$ cat config.mk
export PLATFORM = sky130hd
export DESIGN_NAME = trap_sequencer_flat
export DESIGN_NICKNAME = d
export VERILOG_FILES = /design/src/rtl/trap_sequencer_if.sv /design/src/rtl/trap_sequencer.sv /design/src/flat_wrapper.sv
export SDC_FILE = /design/constraint.sdc
export NUM_CORES = 1
export LEC_CHECK = 0
export BUFFER_PORTS_ARGS = -buffer_cell sky130_fd_sc_hd__buf_2
export CORE_UTILIZATION = 46
export DETAILED_ROUTE_END_ITERATION = 7
export PLACE_DENSITY = 0.81
export SKIP_CTS_REPAIR_TIMING = 1
export SYNTH_ARGS = -nofsm -noshare
export SYNTH_HDL_FRONTEND = slang
export SYNTH_SLANG_ARGS = --single-unit
export TNS_END_PERCENT = 20
$ cat constraint.sdc
create_clock -name clk -period 6 [get_ports clk]
set_input_delay 0.9 -clock clk [delete_from_list [all_inputs] [get_ports clk]]
set_output_delay 0.9 -clock clk [all_outputs]
set_load 0.02 [all_outputs]
$ cat src/rtl/trap_sequencer_if.sv
// Bundle of MEM-stage trap inputs and CSR/pipeline control outputs for trap_sequencer.
// The master drives the inputs, and the slave (the sequencer) drives the outputs.
interface trap_sequencer_if;
  logic        trapseqin_valid;
  logic        trapseqin_is_ecall;
  logic        trapseqin_is_unimp;
  logic        trapseqin_is_mret;
  logic        trapseqin_is_sret;
  logic [31:0] trapseqin_pc;
  logic [31:0] trapseqin_mtvec;
  logic [31:0] trapseqin_mepc;
  logic [31:0] trapseqin_sepc;
  logic [31:0] trapseqin_mstatus;
  logic [31:0] trapseqin_sstatus;
  logic        trapseqout_csr_we;
  logic [11:0] trapseqout_csr_addr;
  logic [31:0] trapseqout_csr_wdata;
  logic        trapseqout_stall;
  logic        trapseqout_flush;
  logic        trapseqout_redirect;
  logic [31:0] trapseqout_redirect_pc;
  logic        trapseqout_busy;

  modport master (
    output trapseqin_valid, trapseqin_is_ecall, trapseqin_is_unimp, trapseqin_is_mret,
           trapseqin_is_sret, trapseqin_pc, trapseqin_mtvec, trapseqin_mepc, trapseqin_sepc,
           trapseqin_mstatus, trapseqin_sstatus,
    input  trapseqout_csr_we, trapseqout_csr_addr, trapseqout_csr_wdata, trapseqout_stall,
           trapseqout_flush, trapseqout_redirect, trapseqout_redirect_pc, trapseqout_busy
  );

  modport slave (
    input  trapseqin_valid, trapseqin_is_ecall, trapseqin_is_unimp, trapseqin_is_mret,
           trapseqin_is_sret, trapseqin_pc, trapseqin_mtvec, trapseqin_mepc, trapseqin_sepc,
           trapseqin_mstatus, trapseqin_sstatus,
    output trapseqout_csr_we, trapseqout_csr_addr, trapseqout_csr_wdata, trapseqout_stall,
           trapseqout_flush, trapseqout_redirect, trapseqout_redirect_pc, trapseqout_busy
  );
endinterface

$ cat src/rtl/trap_sequencer.sv
// This block sequences the CSR writes and the PC redirect for ecall, unimp, mret and sret.
// It writes one CSR per cycle, holds the pipeline stalled until the redirect, and then flushes it.
module trap_sequencer #(
  parameter logic [31:0] CAUSE_ECALL   = 32'd11,
  parameter logic [31:0] CAUSE_ILLEGAL = 32'd2
) (
  input  logic            clk,
  input  logic            rst,
  trap_sequencer_if.slave bus
);
  typedef enum logic [2:0] {
    StIdle     = 3'd0,
    StWEpc     = 3'd1,
    StWCause   = 3'd2,
    StWStatus  = 3'd3,
    StRedirect = 3'd4
  } state_e;

  typedef enum logic [1:0] {KindEcall, KindUnimp, KindMret, KindSret} kind_e;

  state_e      state_q, state_d;
  kind_e       kind_q, kind_in;
  logic [31:0] pc_q, mtvec_q, mepc_q, sepc_q, mstatus_q, sstatus_q;
  logic [31:0] trap_status, mret_status, sret_status;
  logic        any_flag, accept, is_trap_q;

  always_comb begin
    kind_in = KindSret;
    if (bus.trapseqin_is_ecall)      kind_in = KindEcall;
    else if (bus.trapseqin_is_unimp) kind_in = KindUnimp;
    else if (bus.trapseqin_is_mret)  kind_in = KindMret;
  end

  assign any_flag = bus.trapseqin_is_ecall | bus.trapseqin_is_unimp |
                    bus.trapseqin_is_mret  | bus.trapseqin_is_sret;
  // Gated by rst so that stall stays low while reset is held, even with a pending accept.
  assign accept   = !rst && (state_q == StIdle) && bus.trapseqin_valid && any_flag;
  assign is_trap_q = (kind_q == KindEcall) || (kind_q == KindUnimp);

  always_ff @(posedge clk or posedge rst) begin
    if (rst) state_q <= StIdle;
    else     state_q <= state_d;
  end

  always_ff @(posedge clk or posedge rst) begin
    if (rst) begin
      kind_q    <= KindEcall;
      pc_q      <= '0;
      mtvec_q   <= '0;
      mepc_q    <= '0;
      sepc_q    <= '0;
      mstatus_q <= '0;
      sstatus_q <= '0;
    end else if (accept) begin
      kind_q    <= kind_in;
      pc_q      <= bus.trapseqin_pc;
      mtvec_q   <= bus.trapseqin_mtvec;
      mepc_q    <= bus.trapseqin_mepc;
      sepc_q    <= bus.trapseqin_sepc;
      mstatus_q <= bus.trapseqin_mstatus;
      sstatus_q <= bus.trapseqin_sstatus;
    end
  end

  always_comb begin
    state_d = state_q;
    case (state_q)
      StIdle: begin
        if (accept) begin
          state_d = (kind_in == KindEcall || kind_in == KindUnimp) ? StWEpc : StWStatus;
        end
      end
      StWEpc:     state_d = StWCause;
      StWCause:   state_d = StWStatus;
      StWStatus:  state_d = StRedirect;
      StRedirect: state_d = StIdle;
      default:    state_d = StIdle;
    endcase
  end

  always_comb begin
    trap_status        = mstatus_q;
    trap_status[7]     = mstatus_q[3];
    trap_status[3]     = 1'b0;
    trap_status[12:11] = 2'b11;
    mret_status        = mstatus_q;
    mret_status[3]     = mstatus_q[7];
    mret_status[7]     = 1'b1;
    mret_status[12:11] = 2'b00;
    sret_status        = sstatus_q;
    sret_status[1]     = sstatus_q[5];
    sret_status[5]     = 1'b1;
    sret_status[8]     = 1'b0;
  end

  always_comb begin
    bus.trapseqout_csr_we      = 1'b0;
    bus.trapseqout_csr_addr    = '0;
    bus.trapseqout_csr_wdata   = '0;
    bus.trapseqout_stall       = accept;
    bus.trapseqout_flush       = 1'b0;
    bus.trapseqout_redirect    = 1'b0;
    bus.trapseqout_redirect_pc = '0;
    bus.trapseqout_busy        = (state_q != StIdle);
    case (state_q)
      StWEpc: begin
        bus.trapseqout_csr_we    = 1'b1;
        bus.trapseqout_csr_addr  = 12'h341;
        bus.trapseqout_csr_wdata = pc_q;
        bus.trapseqout_stall     = 1'b1;
      end
      StWCause: begin
        bus.trapseqout_csr_we    = 1'b1;
        bus.trapseqout_csr_addr  = 12'h342;
        bus.trapseqout_csr_wdata = (kind_q == KindEcall) ? CAUSE_ECALL : CAUSE_ILLEGAL;
        bus.trapseqout_stall     = 1'b1;
      end
      StWStatus: begin
        bus.trapseqout_csr_we = 1'b1;
        bus.trapseqout_stall  = 1'b1;
        if (is_trap_q) begin
          bus.trapseqout_csr_addr  = 12'h300;
          bus.trapseqout_csr_wdata = trap_status;
        end else if (kind_q == KindMret) begin
          bus.trapseqout_csr_addr  = 12'h300;
          bus.trapseqout_csr_wdata = mret_status;
        end else begin
          bus.trapseqout_csr_addr  = 12'h100;
          bus.trapseqout_csr_wdata = sret_status;
        end
      end
      StRedirect: begin
        bus.trapseqout_redirect = 1'b1;
        bus.trapseqout_flush    = 1'b1;
        if (is_trap_q)                bus.trapseqout_redirect_pc = {mtvec_q[31:2], 2'b00};
        else if (kind_q == KindMret)  bus.trapseqout_redirect_pc = mepc_q;
        else                          bus.trapseqout_redirect_pc = sepc_q;
      end
      default: ;
    endcase
  end
endmodule

$ cat src/flat_wrapper.sv
// flat-port wrapper written by rule: the top's interface ports become plain ports
module trap_sequencer_flat 
#(
  parameter logic [31:0] CAUSE_ECALL   = 32'd11,
  parameter logic [31:0] CAUSE_ILLEGAL = 32'd2
)
  (clk, rst, bus_trapseqin_valid, bus_trapseqin_is_ecall, bus_trapseqin_is_unimp, bus_trapseqin_is_mret, bus_trapseqin_is_sret, bus_trapseqin_pc, bus_trapseqin_mtvec, bus_trapseqin_mepc, bus_trapseqin_sepc, bus_trapseqin_mstatus, bus_trapseqin_sstatus, bus_trapseqout_csr_we, bus_trapseqout_csr_addr, bus_trapseqout_csr_wdata, bus_trapseqout_stall, bus_trapseqout_flush, bus_trapseqout_redirect, bus_trapseqout_redirect_pc, bus_trapseqout_busy);
  trap_sequencer_if bus_i ();
  input  logic clk;
  input  logic rst;
  input wire logic [$bits(bus_i.trapseqin_valid)-1:0] bus_trapseqin_valid;
  input wire logic [$bits(bus_i.trapseqin_is_ecall)-1:0] bus_trapseqin_is_ecall;
  input wire logic [$bits(bus_i.trapseqin_is_unimp)-1:0] bus_trapseqin_is_unimp;
  input wire logic [$bits(bus_i.trapseqin_is_mret)-1:0] bus_trapseqin_is_mret;
  input wire logic [$bits(bus_i.trapseqin_is_sret)-1:0] bus_trapseqin_is_sret;
  input wire logic [$bits(bus_i.trapseqin_pc)-1:0] bus_trapseqin_pc;
  input wire logic [$bits(bus_i.trapseqin_mtvec)-1:0] bus_trapseqin_mtvec;
  input wire logic [$bits(bus_i.trapseqin_mepc)-1:0] bus_trapseqin_mepc;
  input wire logic [$bits(bus_i.trapseqin_sepc)-1:0] bus_trapseqin_sepc;
  input wire logic [$bits(bus_i.trapseqin_mstatus)-1:0] bus_trapseqin_mstatus;
  input wire logic [$bits(bus_i.trapseqin_sstatus)-1:0] bus_trapseqin_sstatus;
  output wire logic [$bits(bus_i.trapseqout_csr_we)-1:0] bus_trapseqout_csr_we;
  output wire logic [$bits(bus_i.trapseqout_csr_addr)-1:0] bus_trapseqout_csr_addr;
  output wire logic [$bits(bus_i.trapseqout_csr_wdata)-1:0] bus_trapseqout_csr_wdata;
  output wire logic [$bits(bus_i.trapseqout_stall)-1:0] bus_trapseqout_stall;
  output wire logic [$bits(bus_i.trapseqout_flush)-1:0] bus_trapseqout_flush;
  output wire logic [$bits(bus_i.trapseqout_redirect)-1:0] bus_trapseqout_redirect;
  output wire logic [$bits(bus_i.trapseqout_redirect_pc)-1:0] bus_trapseqout_redirect_pc;
  output wire logic [$bits(bus_i.trapseqout_busy)-1:0] bus_trapseqout_busy;
  assign bus_i.trapseqin_valid = bus_trapseqin_valid;
  assign bus_i.trapseqin_is_ecall = bus_trapseqin_is_ecall;
  assign bus_i.trapseqin_is_unimp = bus_trapseqin_is_unimp;
  assign bus_i.trapseqin_is_mret = bus_trapseqin_is_mret;
  assign bus_i.trapseqin_is_sret = bus_trapseqin_is_sret;
  assign bus_i.trapseqin_pc = bus_trapseqin_pc;
  assign bus_i.trapseqin_mtvec = bus_trapseqin_mtvec;
  assign bus_i.trapseqin_mepc = bus_trapseqin_mepc;
  assign bus_i.trapseqin_sepc = bus_trapseqin_sepc;
  assign bus_i.trapseqin_mstatus = bus_trapseqin_mstatus;
  assign bus_i.trapseqin_sstatus = bus_trapseqin_sstatus;
  assign bus_trapseqout_csr_we = bus_i.trapseqout_csr_we;
  assign bus_trapseqout_csr_addr = bus_i.trapseqout_csr_addr;
  assign bus_trapseqout_csr_wdata = bus_i.trapseqout_csr_wdata;
  assign bus_trapseqout_stall = bus_i.trapseqout_stall;
  assign bus_trapseqout_flush = bus_i.trapseqout_flush;
  assign bus_trapseqout_redirect = bus_i.trapseqout_redirect;
  assign bus_trapseqout_redirect_pc = bus_i.trapseqout_redirect_pc;
  assign bus_trapseqout_busy = bus_i.trapseqout_busy;
  trap_sequencer #(.CAUSE_ECALL(CAUSE_ECALL), .CAUSE_ILLEGAL(CAUSE_ILLEGAL)) u_core (.clk(clk), .rst(rst), .bus(bus_i));
endmodule
==> results of run 1 <==
[critical path, stage by stage, from the launching register on]
cell and delay (ps):
dfrtp_2 410, nand2_2 750, mux2i_1 210, o21ai_0 210
buf_2 210
[sequential cells by signal, indices dropped and copies added, names as in the netlist]
signal            cells
u_core.mepc_q        32
u_core.pc_q          32
u_core.sepc_q        32
u_core.mstatus_q     30
u_core.mtvec_q       30
u_core.sstatus_q     30
u_core.state_q        3
u_core.kind_q         2
[layout by cell type, fill, tap and decap left out]
cell	n
or4b_2	1
nand2_1	32
nand2b_1	2
a211oi_1	30
clkinvlp_4	3
or2_2	2
nor2b_1	2
nor3b_1	1
dfrtp_1	189
o21a_1	1
a21oi_1	8
mux2_2	91
o22ai_1	4
dfrtp_2	2
o32a_1	1
a21o_1	3
nor4b_1	1
nor3b_2	1
mux2i_1	58
clkbuf_8	2
nand3b_1	1
a211oi_4	1
diode_2	5
clkinv_2	3
buf_4	8
mux2_1	97
bufinv_16	2
conb_1	7
nand2_2	1
buf_12	1
o21ai_0	26
a32o_1	1
inv_1	3
or3_4	1
nor2_1	38
inv_6	4
clkinv_4	1
clkbuf_16	17
buf_2	266
[per-stage QoR]
step	std cells	utilization	cell area (um^2)	total power [mW]	hold slack [ps]
floorplan	662	-	8738	3.779	454.1
global placement	1110	0.5516	10080	4.245	466.5
detailed placement	1110	0.5516	10080	4.341	474.2
CTS	1141	0.5837	10660	5.478	489.8
global route	1145	0.5842	10670	5.784	495.3
finish	1146	0.5844	10680	5.418	484.1
[how the worst max path moves through the flow]
stage,start,end,slack (ps)
after floorplan,rst,u_core.kind_q[0],2640
after global placement,rst,u_core.mstatus_q[24],3160
after detailed placement,rst,u_core.pc_q[16],3150
after CTS,u_core.kind_q[1],bus_trapseqout_csr_wdata[0],2810
after global routing,u_core.state_q[1],bus_trapseqout_redirect_pc[0],2600
final,u_core.kind_q[0],bus_trapseqout_csr_wdata[26],2870
[area by class of cell]
cell class	instances	area, um^2
fill	1514	7594
sequential	191	4782
timing repair buffer	275	1411
tap	229	286.5
multi-input combinational	411	3578
clock inverter	12	133.9
antenna	5	12.51
inverter	4	18.77
clock buffer	19	452.9
[report_power, final]
part / internal [mW] / switching (mW) / total (mW)
Sequential: 1.94 / 0.332 / 2.27
Clock: 0.639 / 0.490 / 1.13
Combinational: 0.958 / 1.06 / 2.02
Total: 3.54 / 1.88 / 5.42
[cell families after synthesis]
group,count (synthesis)
AND/OR/NAND/NOR,83
AO/OA/AOI/OAI,75
buffers and inverters,60
flip-flops,191
other,1
multiplexers,246
[routing by layer]
metal,vias up,share of wire
met1,2958,0.43
met5,-,0.00041
met3,38,0.046
met4,2,0.032
met2,165,0.49
li1,2814,-
==> flow_metrics.tcl, run 1 <==
set metrics [dict create \
    holdCritPathClass "reg2reg" \
    r2r_cells 4 \
    synthTopCellsByArea "dfrtp_1 (55%), mux2_1 (13%), mux2_2 (12%), mux2i_1 (6.7%), a211oi_1 (2.6%)" \
    gp_congestion 0.8047 \
    min_to "u_core.mepc_q[3]" \
    synthAdderAreaFrac 0 \
    layout-drive-gt1-share 0.4463 \
    holdPathStages 1 \
    setup_slack_ps 2867 \
    die_area_um2 19490 \
    fp.dieW_um 139.6 \
    clock-sinks 191 \
    syn_to_final_growth_pct 22.55 \
    p_leak_nw 5.198 \
    rrSetupSlack_ps 3310 \
    ys_warn_count 0 \
    ant_nets 0 \
    grtUsageTotal 0.2104 \
    worstSetupEndpointType "output port" \
    synth_ff_type "dfrtp_1" \
    synth.mux.area_fraction 0.3096 \
    die_h_um 139.6 \
    ys_ff_latch 191 \
    synth_top_family_by_area "multiplexers" \
    vias 5977 \
    worstSetupPathType "reg2out" \
    vias_per_cell 5.216 \
    critPathRequiredTime_ps 5100 \
    dpl.hpwl_um 13210 \
    rr_endpoint "u_core.pc_q[23]" \
    hp-start "u_core.mepc_q[3]" \
    antenna_found_initial 6 \
    relSlewSlack 0.2817 \
    peakVddDrop_mv 0.2636 \
    cts_tree "done" \
    drc_errors 0 \
    p_per_area_nw_per_um2 507.5 \
    finalClockSkew_ps 8.595 \
    use_met3 0.05127 \
    cts_made_buffers 17 \
    ioPinCount 280 \
    cp.arrival_ps 2230 \
    rows 49 \
    clk_pin_slew_ps 70 \
    grt_pass1_vias 6250 \
    grt.overflow.total 0 \
    place_ws_ps 3148 \
    grt_first_pass_wirelength_um 32170 \
    wire_per_inst_um 17.03 \
    syn_area_um2 8712 \
    design.core.area_um2 18270 \
    met2_usage 0.3399 \
    synth_top_area_frac 0.5486 \
    grt.busiest_layer "met2" \
    synth-compound-area-share 0.05544 \
    fmax_mhz 319.2 \
    synth-edff-count 0 \
    io_buffers 266 \
    fin_crit_sh 0.5221 \
    rsz0062_at_grt "no" \
    synthXorXnorAreaFrac 0 \
    status "finished, final reports clean" \
    clk_latency_ps 420 \
    grt_start_max_net_pins 190 \
    first_iter_violations 279 \
    synth.distinct_cells 31 \
    drv_slew 0 \
    ys_seq_area_frac 0.5486 \
    yosysMostFrequentCell "dfrtp_1" \
    finalNetCount 1099 \
    worstPathMaxFanout 29 \
    cts.path.max_buffers 2 \
    r2r-start "u_core.state_q[1]" \
    routed_wl_um 19520 \
    met1_usage 0.2638 \
    cap_violations 0 \
    drt_pass1_iterations 4 \
    ys_top_cells_by_count "dfrtp_1 (191), mux2_1 (97), mux2_2 (91), mux2i_1 (58), nor2_1 (38)" \
    finalSetupViolCount 0 \
    synth-simple-area-share 0.04093 \
    async_flop_share 1.000 \
    initial_core_util 0.4769 \
    clockRootBuffer "clkbuf_16" \
    avgSynthCellArea_um2 13.28 \
    synthCells 656 \
    worstMarginPinSlew_ps 1077 \
    tns_ps 0 \
    cts-htree-levels 4 \
    yosysTopAreaCell "dfrtp_1" \
    hold_viol_final 0 \
    setup.worst_path.start_class "flip-flop" \
    period_needed_ps 3133 \
]
Note: power is estimated with default switching activity, not from simulation.
==> run 2: changes to the inputs <==
- clock period: 6 -> 2.5 ns (I/O delays scaled with it)
==> run 2 against run 1 <==
- power up 150%
- largest power group unchanged
- global-route usage up 0.25 points
- non-clock buffer count up 19
==> flow_metrics.tcl, run 2 (synthesis results as in run 1) <==
set metrics [dict create \
    status "finished, final reports clean" \
    period_needed_ps 2429 \
    clock-sinks 191 \
    layout_common_cells "buf_2 (266), dfrtp_1 (188), mux2_1 (97)" \
    fp.dieW_um 139.6 \
    p_leak_nw 5.360 \
    clockRootBuffer "clkbuf_16" \
    cts.path.max_buffers 2 \
    finalSetupViolCount 0 \
    worstMarginPinSlew_ps 574.3 \
    relSlewSlack 0.6163 \
    drc_errors 0 \
    grt_pass1_vias 6274 \
    fmax_mhz 411.6 \
    rr_endpoint "u_core.mtvec_q[6]" \
    cp_cell_sequence "or3_4, a211oi_4, buf_12, or2_2, buf_2" \
    cts_tree "done" \
    dpl.hpwl_um 14050 \
    cts-htree-levels 4 \
    holdCritPathClass "in2async" \
    drt_pass1_iterations 4 \
    place_ws_ps 283.3 \
    die_area_um2 19490 \
    drv_slew 0 \
    top_regs "u_core.mepc_q: 32 flops, u_core.pc_q: 32 flops, u_core.sepc_q: 32 flops" \
    routed_wl_um 20190 \
    clk_pin_slew_ps 70 \
    ant_nets 0 \
    finalNetCount 1118 \
    grtUsageTotal 0.2129 \
    clk_latency_ps 420 \
    hold_viol_final 0 \
    worstPathMaxFanout 14 \
    register_area_um2 4783 \
    layout-drive-gt1-share 0.4582 \
    worst_path_largest_cell_delay_ps 470 \
    grt_start_max_net_pins 55 \
    cts_made_buffers 17 \
    setup_slack_ps 70.68 \
    io_buffers 266 \
    worstSetupEndpointType "output port" \
    tns_ps 0 \
    design.core.area_um2 18270 \
    antenna_found_initial 3 \
    fin_crit_sh 0.9717 \
    grt_first_pass_wirelength_um 32220 \
    die_h_um 139.6 \
    wire_per_inst_um 17.35 \
    peakVddDrop_mv 0.6325 \
    final_util 0.6029 \
    nFillCells 1497 \
    rows 49 \
    cap_violations 0 \
    total_power_mw 13.41 \
    cpMaxStageDelayCell "dfrtp_2" \
    ioPinCount 280 \
    gp_congestion 0.8214 \
    r2r-start "u_core.state_q[0]" \
    first_iter_violations 200 \
    initial_core_util 0.4769 \
    worstSetupPathType "reg2out" \
    vias_per_cell 5.219 \
    setup.worst_path.start_class "flip-flop" \
    critPathRequiredTime_ps 2120 \
    grt.overflow.total 0 \
    multiInputGateArea_um2 3581 \
    layout_commonest_cell "buf_2" \
    r2r_cells 5 \
    syn_to_final_growth_pct 26.43 \
    p_per_area_nw_per_um2 1217 \
    vias 6075 \
    cp.arrival_ps 2050 \
    finalClockSkew_ps 6.905 \
    rrSetupSlack_ps 380 \
]
[run 2: through the flow]
step | area [um^2] | std cells | hold WS (ps)
floorplan | 8738 | 662 | 454.1
global placement | 10320 | 1123 | 466.3
detailed placement | 10320 | 1123 | 473.9
CTS | 10940 | 1155 | 24.31
global route | 11010 | 1164 | 49.28
finish | 11010 | 1164 | 29.18
[run 2: layout make-up]
cell class / count / share of cell area
Sequential cell: 191 / 0.4343
Clock inverter: 13 / 0.01624
Multi-Input combinational cell: 411 / 0.3251
Timing Repair Buffer: 294 / 0.1567
Tap cell: 229 / 0.02601
Clock buffer: 19 / 0.03930
Inverter: 4 / 0.001704
Antenna cell: 3 / 0.0006816
[run 2: layer usage]
layer | vias up | GRT usage | share of wire
met5 | - | 0 | 0
met1 | 3027 | 0.2644 | 0.43
met4 | 0 | 0.09601 | 0.032
li1 | 2840 | - | -
met2 | 169 | 0.3552 | 0.49
met3 | 39 | 0.04852 | 0.040
[run 2: how the worst max path moves through the flow]
stage                           end  cells after the start               from  slack, ps
6_report       bus_trapseqout_stall                      5  u_core.state_q[0]         70
5_1_grt        bus_trapseqout_stall                      5  u_core.state_q[0]        -10
4_1_cts        bus_trapseqout_stall                      5  u_core.state_q[0]        -60
3_5_place_dp      u_core.mtvec_q[6]                      5  u_core.state_q[0]        280
3_3_place_gp     u_core.mtvec_q[12]                      5  u_core.state_q[0]        320
2_1_floorplan      u_core.kind_q[0]                      1                rst       -340
[run 2: worst max-delay path, delay by kind of cell (launching register included)]
kind	cells	cell delay [ps]
AND/OR/NAND/NOR	2	550
flip-flops	1	470
buffers and inverters	2	380
AO/OA/AOI/OAI	1	240
[run 2: report_power, final]
| group | leakage, nW | switching (mW) | internal, mW | total, mW |
|---|---|---|---|---|
| Combinational | 2.78 | 2.64 | 2.50 | 5.14 |
| Sequential | 2.28 | 0.800 | 4.66 | 5.46 |
| Clock | 0.300 | 1.20 | 1.60 | 2.80 |
